===== src/rtl/dmem_ctrl_pkg.sv =====
// Shared configuration for the data-memory controller: widths, memory map and
// the region encoding produced by the address decoder.
package dmem_ctrl_pkg;

    localparam int XLEN = 32;
    localparam int BE_W = XLEN / 8;

    localparam logic [XLEN-1:0] DMEM_BASE  = 32'h1000_0000;
    localparam int unsigned     DMEM_WORDS = 4096;
    localparam int              DMEM_AW    = $clog2(DMEM_WORDS);
    localparam logic [XLEN-1:0] DMEM_BYTES = XLEN'(DMEM_WORDS * 4);

    localparam logic [XLEN-1:0] MMIO_BASE  = 32'h2000_0000;
    localparam logic [XLEN-1:0] MMIO_BYTES = 32'h0000_1000;

    typedef enum logic [1:0] {
        REG_NONE,
        REG_DMEM,
        REG_MMIO
    } mem_region_t;

endpackage


===== src/rtl/dmem_ctrl_if.sv =====
// Bundles the ALU request port, the SRAM and MMIO target ports and the fault
// reporting signals of the data-memory controller.
interface dmem_ctrl_if;
    import dmem_ctrl_pkg::*;

    logic                 mem_req;
    logic [XLEN-1:0]      mem_addr;
    logic                 mem_we;
    logic [BE_W-1:0]      mem_be;
    logic [XLEN-1:0]      mem_wdata;
    logic [XLEN-1:0]      mem_rdata;
    logic                 mem_err;

    logic                 sram_en;
    logic                 sram_we;
    logic [BE_W-1:0]      sram_be;
    logic [DMEM_AW-1:0]   sram_addr;
    logic [XLEN-1:0]      sram_wdata;
    logic [XLEN-1:0]      sram_rdata;

    logic                 mmio_req;
    logic                 mmio_we;
    logic [BE_W-1:0]      mmio_be;
    logic [XLEN-1:0]      mmio_addr;
    logic [XLEN-1:0]      mmio_wdata;
    logic [XLEN-1:0]      mmio_rdata;
    logic                 mmio_err;

    logic                 fault_valid;
    logic [XLEN-1:0]      fault_addr;
    logic                 fault_clear;

    modport slave (
        input  mem_req, mem_addr, mem_we, mem_be, mem_wdata,
        output mem_rdata, mem_err,
        output sram_en, sram_we, sram_be, sram_addr, sram_wdata,
        input  sram_rdata,
        output mmio_req, mmio_we, mmio_be, mmio_addr, mmio_wdata,
        input  mmio_rdata, mmio_err,
        output fault_valid, fault_addr,
        input  fault_clear
    );

    modport master (
        output mem_req, mem_addr, mem_we, mem_be, mem_wdata,
        input  mem_rdata, mem_err,
        input  sram_en, sram_we, sram_be, sram_addr, sram_wdata,
        output sram_rdata,
        input  mmio_req, mmio_we, mmio_be, mmio_addr, mmio_wdata,
        output mmio_rdata, mmio_err,
        input  fault_valid, fault_addr,
        output fault_clear
    );

endinterface


===== src/rtl/dmem_ctrl_addr_decode.sv =====
// Combinational address decoder: classifies a word access as DMEM, MMIO or
// unmapped and reports the byte offset within the hit region.
module dmem_addr_decode
    import dmem_ctrl_pkg::*;
(
    input  logic [XLEN-1:0] addr_i,
    input  logic [BE_W-1:0] be_i,
    output mem_region_t     region_o,
    output logic            error_o,
    output logic [XLEN-1:0] offset_o
);

    logic [XLEN-1:0] dmem_off;
    logic [XLEN-1:0] mmio_off;
    logic            in_dmem;
    logic            in_mmio;

    // Lower bound checked explicitly, then the offset against the span, so an
    // address just below a base can never wrap into a hit.
    assign dmem_off = addr_i - DMEM_BASE;
    assign mmio_off = addr_i - MMIO_BASE;
    assign in_dmem  = (addr_i >= DMEM_BASE) && (dmem_off < DMEM_BYTES);
    assign in_mmio  = (addr_i >= MMIO_BASE) && (mmio_off < MMIO_BYTES);

    always_comb begin
        region_o = REG_NONE;
        offset_o = '0;
        if (in_dmem) begin
            region_o = REG_DMEM;
            offset_o = dmem_off;
        end else if (in_mmio) begin
            region_o = REG_MMIO;
            offset_o = mmio_off;
        end
    end

    assign error_o = (region_o == REG_NONE) || (addr_i[1:0] != 2'b00) || (be_i == '0);

endmodule


===== src/rtl/dmem_ctrl.sv =====
// Data-memory controller: issues exactly one SRAM or MMIO strobe per ALU
// request, returns data/error one cycle later and records the first fault.
module dmem_ctrl
    import dmem_ctrl_pkg::*;
(
    input  logic        clk,
    input  logic        rst_n,
    dmem_ctrl_if.slave  bus
);

    localparam logic [1:0] IDLE = 2'd0;
    localparam logic [1:0] RESP = 2'd1;
    localparam logic [1:0] HOLD = 2'd2;

    logic [1:0]      state_q, state_d;
    mem_region_t     dec_region, region_q;
    logic            dec_err, err_q, we_q;
    logic [XLEN-1:0] dec_off, addr_q;
    logic            fault_valid_q;
    logic [XLEN-1:0] fault_addr_q;
    logic            start, resp, sram_hit, mmio_hit;

    dmem_addr_decode u_decode (
        .addr_i   (bus.mem_addr),
        .be_i     (bus.mem_be),
        .region_o (dec_region),
        .error_o  (dec_err),
        .offset_o (dec_off)
    );

    // rst_n gates the strobes so a request held across reset cannot leak one.
    assign start    = rst_n && (state_q == IDLE) && bus.mem_req;
    assign resp     = rst_n && (state_q == RESP);
    assign sram_hit = start && !dec_err && (dec_region == REG_DMEM);
    assign mmio_hit = start && !dec_err && (dec_region == REG_MMIO);

    always_comb begin
        bus.sram_en    = sram_hit;
        bus.sram_we    = sram_hit && bus.mem_we;
        bus.sram_be    = sram_hit ? bus.mem_be : '0;
        bus.sram_addr  = sram_hit ? dec_off[DMEM_AW+1:2] : '0;
        bus.sram_wdata = sram_hit ? bus.mem_wdata : '0;
        bus.mmio_req   = mmio_hit;
        bus.mmio_we    = mmio_hit && bus.mem_we;
        bus.mmio_be    = mmio_hit ? bus.mem_be : '0;
        bus.mmio_addr  = mmio_hit ? dec_off : '0;
        bus.mmio_wdata = mmio_hit ? bus.mem_wdata : '0;
    end

    always_comb begin
        bus.mem_rdata = '0;
        bus.mem_err   = 1'b0;
        if (resp) begin
            bus.mem_err = err_q || ((region_q == REG_MMIO) && bus.mmio_err);
            if (!err_q && !we_q) begin
                if (region_q == REG_DMEM) begin
                    bus.mem_rdata = bus.sram_rdata;
                end else if (region_q == REG_MMIO) begin
                    bus.mem_rdata = bus.mmio_rdata;
                end
            end
        end
    end

    always_comb begin
        state_d = state_q;
        case (state_q)
            IDLE:    if (bus.mem_req) state_d = RESP;
            RESP:    state_d = bus.mem_req ? HOLD : IDLE;
            HOLD:    if (!bus.mem_req) state_d = IDLE;
            default: state_d = IDLE;
        endcase
    end

    always_ff @(posedge clk or negedge rst_n) begin
        if (!rst_n) begin
            state_q  <= IDLE;
            region_q <= REG_NONE;
            err_q    <= 1'b0;
            we_q     <= 1'b0;
            addr_q   <= '0;
        end else begin
            state_q <= state_d;
            if (start) begin
                region_q <= dec_region;
                err_q    <= dec_err;
                we_q     <= bus.mem_we;
                addr_q   <= bus.mem_addr;
            end
        end
    end

    // A clear coinciding with a new fault still lets that fault be captured.
    always_ff @(posedge clk or negedge rst_n) begin
        if (!rst_n) begin
            fault_valid_q <= 1'b0;
            fault_addr_q  <= '0;
        end else if (resp && bus.mem_err && (!fault_valid_q || bus.fault_clear)) begin
            fault_valid_q <= 1'b1;
            fault_addr_q  <= addr_q;
        end else if (bus.fault_clear) begin
            fault_valid_q <= 1'b0;
        end
    end

    assign bus.fault_valid = fault_valid_q;
    assign bus.fault_addr  = fault_addr_q;

endmodule

===== src/flat_wrapper.sv =====
// flat-port wrapper written by rule: the top's interface ports become plain ports
module dmem_ctrl_flat import dmem_ctrl_pkg::*;
  (clk, rst_n, bus_mem_req, bus_mem_addr, bus_mem_we, bus_mem_be, bus_mem_wdata, bus_mem_rdata, bus_mem_err, bus_sram_en, bus_sram_we, bus_sram_be, bus_sram_addr, bus_sram_wdata, bus_sram_rdata, bus_mmio_req, bus_mmio_we, bus_mmio_be, bus_mmio_addr, bus_mmio_wdata, bus_mmio_rdata, bus_mmio_err, bus_fault_valid, bus_fault_addr, bus_fault_clear);
  dmem_ctrl_if bus_i ();
  input  logic clk;
  input  logic rst_n;
  input wire logic [$bits(bus_i.mem_req)-1:0] bus_mem_req;
  input wire logic [$bits(bus_i.mem_addr)-1:0] bus_mem_addr;
  input wire logic [$bits(bus_i.mem_we)-1:0] bus_mem_we;
  input wire logic [$bits(bus_i.mem_be)-1:0] bus_mem_be;
  input wire logic [$bits(bus_i.mem_wdata)-1:0] bus_mem_wdata;
  output wire logic [$bits(bus_i.mem_rdata)-1:0] bus_mem_rdata;
  output wire logic [$bits(bus_i.mem_err)-1:0] bus_mem_err;
  output wire logic [$bits(bus_i.sram_en)-1:0] bus_sram_en;
  output wire logic [$bits(bus_i.sram_we)-1:0] bus_sram_we;
  output wire logic [$bits(bus_i.sram_be)-1:0] bus_sram_be;
  output wire logic [$bits(bus_i.sram_addr)-1:0] bus_sram_addr;
  output wire logic [$bits(bus_i.sram_wdata)-1:0] bus_sram_wdata;
  input wire logic [$bits(bus_i.sram_rdata)-1:0] bus_sram_rdata;
  output wire logic [$bits(bus_i.mmio_req)-1:0] bus_mmio_req;
  output wire logic [$bits(bus_i.mmio_we)-1:0] bus_mmio_we;
  output wire logic [$bits(bus_i.mmio_be)-1:0] bus_mmio_be;
  output wire logic [$bits(bus_i.mmio_addr)-1:0] bus_mmio_addr;
  output wire logic [$bits(bus_i.mmio_wdata)-1:0] bus_mmio_wdata;
  input wire logic [$bits(bus_i.mmio_rdata)-1:0] bus_mmio_rdata;
  input wire logic [$bits(bus_i.mmio_err)-1:0] bus_mmio_err;
  output wire logic [$bits(bus_i.fault_valid)-1:0] bus_fault_valid;
  output wire logic [$bits(bus_i.fault_addr)-1:0] bus_fault_addr;
  input wire logic [$bits(bus_i.fault_clear)-1:0] bus_fault_clear;
  assign bus_i.mem_req = bus_mem_req;
  assign bus_i.mem_addr = bus_mem_addr;
  assign bus_i.mem_we = bus_mem_we;
  assign bus_i.mem_be = bus_mem_be;
  assign bus_i.mem_wdata = bus_mem_wdata;
  assign bus_mem_rdata = bus_i.mem_rdata;
  assign bus_mem_err = bus_i.mem_err;
  assign bus_sram_en = bus_i.sram_en;
  assign bus_sram_we = bus_i.sram_we;
  assign bus_sram_be = bus_i.sram_be;
  assign bus_sram_addr = bus_i.sram_addr;
  assign bus_sram_wdata = bus_i.sram_wdata;
  assign bus_i.sram_rdata = bus_sram_rdata;
  assign bus_mmio_req = bus_i.mmio_req;
  assign bus_mmio_we = bus_i.mmio_we;
  assign bus_mmio_be = bus_i.mmio_be;
  assign bus_mmio_addr = bus_i.mmio_addr;
  assign bus_mmio_wdata = bus_i.mmio_wdata;
  assign bus_i.mmio_rdata = bus_mmio_rdata;
  assign bus_i.mmio_err = bus_mmio_err;
  assign bus_fault_valid = bus_i.fault_valid;
  assign bus_fault_addr = bus_i.fault_addr;
  assign bus_i.fault_clear = bus_fault_clear;
  dmem_ctrl u_core (.clk(clk), .rst_n(rst_n), .bus(bus_i));
endmodule

===== config.mk =====
export PLATFORM = sky130hd
export DESIGN_NAME = dmem_ctrl_flat
export DESIGN_NICKNAME = d
export VERILOG_FILES = /design/src/rtl/dmem_ctrl_pkg.sv /design/src/rtl/dmem_ctrl_if.sv /design/src/rtl/dmem_ctrl_addr_decode.sv /design/src/rtl/dmem_ctrl.sv /design/src/flat_wrapper.sv
export SDC_FILE = /design/constraint.sdc
export NUM_CORES = 1
export LEC_CHECK = 0
export CAP_MARGIN = 20
export CORE_AREA = 2 2 127 129
export CTS_CLUSTER_SIZE = 40
export DETAILED_ROUTE_END_ITERATION = 10
export DIE_AREA = 0 0 129 131
export MAX_ROUTING_LAYER = met4
export PLACE_DENSITY_LB_ADDON = 0.15
export REMOVE_ABC_BUFFERS = 1
export SYNTH_ARGS = -nofsm -noshare
export SYNTH_HDL_FRONTEND = slang
export SYNTH_SLANG_ARGS = --single-unit
export TNS_END_PERCENT = 10

===== constraint.sdc =====
create_clock -name clk -period 5.7 [get_ports clk]
set_clock_uncertainty 0.05 [all_clocks]
set_input_delay 0.855 -clock clk [delete_from_list [all_inputs] [get_ports clk]]
set_output_delay 0.855 -clock clk [all_outputs]
set_load 0.02 [all_outputs]

**Word level (Yosys, flattened, before mapping)**

Cells that the tools add are included.

- Magnitude comparators: 4
- $add $sub $neg: 2
- Reduce and logical (&&, ||, !) cells: 28
- Eq/ne operators: 8
- Mux-type cells: 21

Operators by type and width:

| operator | count |
|---|---|
| two-way mux 32 bit | 9 |
| >= comparator 32 x 29 -> 1 bit (second input constant) | 1 |
| >= comparator 32 x 30 -> 1 bit (second input constant) | 1 |
| < comparator 32 x 13 -> 1 bit (second input constant) | 1 |
| < comparator 32 x 15 -> 1 bit (second input constant) | 1 |
| subtractor 32 x 29 -> 32 bit (second input constant) | 1 |
| subtractor 32 x 30 -> 32 bit (second input constant) | 1 |
| logical AND 1 bit | 14 |
| two-way mux 12 bit | 1 |
| two-way mux 2 bit | 5 |
| two-way mux 4 bit | 2 |
| == test 2 x 1 -> 1 bit (second input constant) | 3 |
| == test 2 bit (second input constant) | 3 |
| case mux 2 bit (3 select lines) | 1 |
| logical NOT 1 bit | 4 |
| logical NOT 2 bit | 2 |
| logical NOT 4 bit | 1 |
| logical OR 1 bit | 4 |
| != test 2 bit (second input constant) | 2 |
| nonzero test 2 bit | 2 |
| two-way mux 1 bit | 3 |
| AND reduction 2 bit | 1 |

- Register bits: 71
- Output and inout port bits: 186
- Word-level logic and storage cells: 70
- Input bits: 138

**Longest topological paths before layout**

- Depth after elaboration: 12
- Mapped depth: 9
- Gate-level depth less buffers: 7

**Modules after synthesis**

A second synthesis with hierarchy kept.

- Cell total of the unflattened synthesis: 461
- Area, all modules: 4,643.2 µm²

By module, submodules not included:

| module | cells an instance | seq. area each (µm²) | instances | area each (µm²) |
|---|---|---|---|---|
| dmem_ctrl | 369 | 1,776.7 | 1 | 3,966.3 |
| dmem_addr_decode | 92 | 0.0 | 1 | 676.9 |

**Least setup slack after synthesis**

OpenSTA, ideal clock, no wires.

- Path type: in2out
- Start: in bus_mem_addr[29]
- End: out bus_mmio_addr[24]
- Stages on the path: 9
- Arrival time: 2,628 ps
- Path slack: 2,167 ps
- Path buffers: 2
- Required time: 4,795 ps
- Path through: inv_1 -> ha_1 -> a21boi_1 -> xnor2_1 -> and4_1 -> clkbuf_1 -> nor4_4 -> buf_2 -> and2_1

- Longest elaborated chain between the ends: 12
- Elaborated cells between the ends (all ways): 20
- Classes of those cells: add/sub: 2; order compare: 4; eq/ne: 1; mux: 5; reduce/logical: 8

Ends and longest elaborated chain:

| element | line | RTL |
|---|---|---|
| start: declaration | flat_wrapper.sv:8 | `input wire logic [$bits(bus_i.mem_addr)-1:0] bus_mem_addr;` |
| subtractor 32 x 30 -> 32 bit | dmem_ctrl_addr_decode.sv:21 | `assign mmio_off = addr_i - MMIO_BASE;` |
| < comparator 32 x 13 -> 1 bit | dmem_ctrl_addr_decode.sv:23 | `assign in_mmio = (addr_i >= MMIO_BASE) && (mmio_off < MMIO_BYTES);` |
| logical AND 1 bit | dmem_ctrl_addr_decode.sv:23 |  |
| two-way mux 2 bit | dmem_ctrl_addr_decode.sv:31 | `end else if (in_mmio) begin` |
| two-way mux 2 bit * | dmem_ctrl_addr_decode.sv:28 | `if (in_dmem) begin` |
| logical NOT 2 bit | dmem_ctrl_addr_decode.sv:37 | `assign error_o = (region_o == REG_NONE) \|\| (addr_i[1:0] != 2'b00) \|\| (be_i == '0);` |
| logical OR 1 bit (2 in series) | dmem_ctrl_addr_decode.sv:37 |  |
| logical NOT 1 bit | dmem_ctrl.sv:35 | `assign mmio_hit = start && !dec_err && (dec_region == REG_MMIO);` |
| logical AND 1 bit | dmem_ctrl.sv:35 |  |
| logical AND 1 bit * | dmem_ctrl.sv:35 |  |
| via bus_mmio_req | flat_wrapper.sv:20 | `output wire logic [$bits(bus_i.mmio_req)-1:0] bus_mmio_req;` |
| two-way mux 32 bit * | dmem_ctrl.sv:46 | `bus.mmio_addr = mmio_hit ? dec_off : '0;` |
| end: declaration | flat_wrapper.sv:23 | `output wire logic [$bits(bus_i.mmio_addr)-1:0] bus_mmio_addr;` |

The timed path passes the listed nets; every way through them passes the cells marked *.

**Worst setup path after layout**

- Start: in bus_mem_addr[29]
- End: out bus_mmio_wdata[22]

- Longest elaborated chain between the ends: 12
- Elaborated cells between the ends (all ways): 18
- Classes of those cells: add/sub: 2; order compare: 4; eq/ne: 1; mux: 3; reduce/logical: 8

Ends and longest elaborated chain:

| element | line | RTL |
|---|---|---|
| subtractor 32 x 30 -> 32 bit | dmem_ctrl_addr_decode.sv:21 |  |
| < comparator 32 x 13 -> 1 bit | dmem_ctrl_addr_decode.sv:23 |  |
| logical AND 1 bit | dmem_ctrl_addr_decode.sv:23 |  |
| two-way mux 2 bit | dmem_ctrl_addr_decode.sv:31 |  |
| two-way mux 2 bit * | dmem_ctrl_addr_decode.sv:28 |  |
| logical NOT 2 bit | dmem_ctrl_addr_decode.sv:37 |  |
| logical OR 1 bit (2 in series) | dmem_ctrl_addr_decode.sv:37 |  |
| logical NOT 1 bit | dmem_ctrl.sv:35 |  |
| logical AND 1 bit | dmem_ctrl.sv:35 |  |
| logical AND 1 bit * | dmem_ctrl.sv:35 |  |
| two-way mux 32 bit * | dmem_ctrl.sv:47 | `bus.mmio_wdata = mmio_hit ? bus.mem_wdata : '0;` |
| end: declaration | flat_wrapper.sv:24 | `output wire logic [$bits(bus_i.mmio_wdata)-1:0] bus_mmio_wdata;` |

Every way passes the cells marked *; elsewhere a longest branch is shown, timed or not.

==> metrics <==
final cell count without fillers approximately 940; CTS hold repair buffers 0; Max Root-Sink Buffers 2; first-pass GRT wire length roughly 26 mm; Die Height 131 um; H-tree Lvls 3; crit-path cells clkdlybuf4s50_1, inv_1, ha_1, xnor2_1, nor2b_1, a41oi_1, nor3_4, buf_4, and3_1, clkdlybuf4s50_1; CTS tree yes; slowest stage delay, CP 0.61 ns; Starting Density 26.9%; slowest stage cell, crit path clkdlybuf4s50_1; Yosys top cell area share 42.4%; GRT Util Overall a little over a fifth; EDFF count, synth 0; share of cells above drive strength 1 12.8%; WP data required approximately 4.8 ns; core area 0.0156 mm2; max_cap viols 0; HPWL after DPL about 14 mm; Die W 129 um; root buf cell clkbuf_16; Top FF cell, synth dfrtp_1; number of global-route vias before repair 4204; number of sinks on the clock net 71; largest net degree at the start of global routing 72; total grt overflow 0; Pre-antenna DRT Iters 4; Layout area overhead 89.0%; Crit path arrival time 4.05 ns; ranking of synthesized cells by area dfrtp_1, mux2_2, and3_1, a22oi_1, and2_1; Setup TNS Final 0 ns; Routed WL about 18 mm; DRT iter0 DRCs 183; post-CTS sizing 0; CP Max Fanout 24; Synthesis Warnings 0; post-CTS setup buffers 0; initial antenna violation count 0; most common cell after layout, fill and taps aside clkdlybuf4s50_1; worst-skew pair later-pin latency 0.33 ns; period utilization 86.9%; Clk pin slew, worst setup/hold paths 0.06 ns; syn avg cell area between 10 and 15 um2; Pwr Density 280 mW/mm2; fin util roughly half; status finished clean; HP Class register to register; most frequent cells in the layout clkdlybuf4s50_1, and3_1, dfrtp_1; number of synthesized register bits 71; gate count of the mapped netlist 415; Most Frequent Cell on Critical Path clkdlybuf4s50_1; Startpoint Class input port; Pwr Total ~2.2 mW; final instance area 0.00793 mm2; Seq/Total Area, Yosys 42.4%; Leakage Power between 3 and 4 nW; drt wl/cell 19.4 um; Crit Path Class input port to output port; die area 0.0169 mm2; kind of cell adding the most delay to the critical path buffers and inverters; placed cells 919; io pins 324; Synth area leader dfrtp_1; distinct cell type count after synthesis 37; RSZ-0062 raised after global routing no; Vias/cell 4.70; final-report setup violation count 0; Bufs and invs on worst path 4; Post-Syn Area 0.00420 mm2; row cnt 46; Rel. slew slack 39.4%; VDD IR max 0.225 mV; Final #Nets 859; number of remaining DRC errors 0; antenna viol nets, final 0; Port Buf Inserts 319; CTS buffer count 9; Fmax achieved 202 MHz; Critical Path End Type output port; vias post-DR around 4.4k; GP Congestion 0.784; Placement Cell Area 0.00758 mm2; async set-or-reset flop fraction in the synthesized netlist 100%; Least-Margin Pin Slew just over 0.9 ns; Final Hold Fails 0; Antenna diodes 0; post-layout minimum cycle time a little under 5 ns; Final Slew Violations 0
cells in the mapped netlist (3+ instances only):
cell type   n
buf_2      10
buf_1       3
mux2_1      9
nor2b_1     3
and3_1     82
a22oi_1    32
dfrtp_1    71
clkbuf_1   27
buf_4       4
nand2_1     4
and2_1     35
inv_1       4
xnor2_1     3
nor4_1      5
nor2_1     37
mux2_2     58
ha_1        6
per-layer routing:
metal | global-route usage (%) | vias up | routed length [um]
met2 | 34.6 | 190 | 9020
met1 | 25.1 | 2125 | 7440
met3 | 6.35 | 15 | 1500
met4 | 4.86 | 0 | 178
met5 | - | - | 0
li1 | - | 2071 | -
area by class of cell:
cell class | count | area, um2
fill | 1414 | 7670
timing repair buffer | 330 | 3290
multi-input combinational | 299 | 2250
sequential | 71 | 1780
tap | 216 | 270
clock buffer | 10 | 229
clock inverter | 6 | 93.8
inverter | 4 | 15.0
sequential cells by signal, summed over array words and instances, names as in the netlist:
register and cells:
u_core.bus.fault_valid 1, u_core.we_q 1, u_core.addr_q 32, u_core.region_q 2, u_core.state_q 2, u_core.err_q 1, u_core.bus.fault_addr 32
worst paths after layout:
check                              startpoint                         to  slack [ns]  depth (start not counted)
max                          bus_mem_addr[29]         bus_mmio_wdata[22]        0.75                         10
min                         u_core.addr_q[30]  u_core.bus.fault_addr[30]        0.43                          1
max reg2reg                u_core.region_q[1]   u_core.bus.fault_addr[6]        3.58                          7
min reg2reg                 u_core.addr_q[30]  u_core.bus.fault_addr[30]        0.43                          1
max in group asynchronous               rst_n           u_core.addr_q[2]        4.26                          2
min in group asynchronous               rst_n          u_core.state_q[1]        0.74                          2
metrics by stage:
| step | worst slack [ns] | hold WS, ns |
|---|---|---|
| after floorplan | -2.55 | 0.404 |
| after global placement | 0.784 | 0.411 |
| after detailed placement | 0.736 | 0.421 |
| after CTS | 0.727 | 0.435 |
| after global routing | 0.471 | 0.446 |
| final | 0.749 | 0.430 |
logic make-up after synthesis:
family                   share of synthesized area [%]
AND/OR/NAND/NOR                                   25.0
flip-flops                                        42.4
multiplexers                                      18.2
buffers and inverters                             4.95
AO/OA/AOI/OAI                                     6.74
adder cells (fa/ha/maj)                           1.79
XOR/XNOR                                         0.835
other                                           0.0894
power breakdown:
| group | total [mW] | switching [mW] | internal, mW | leakage [nW] |
|---|---|---|---|---|
| registers | 0.814 | 0.103 | 0.711 | 0.843 |
| clock network | 0.605 | 0.219 | 0.386 | 0.153 |
| logic | 0.804 | 0.351 | 0.453 | 2.28 |
| total | 2.22 | 0.673 | 1.55 | 3.28 |
(Power assumes the default switching activity.)
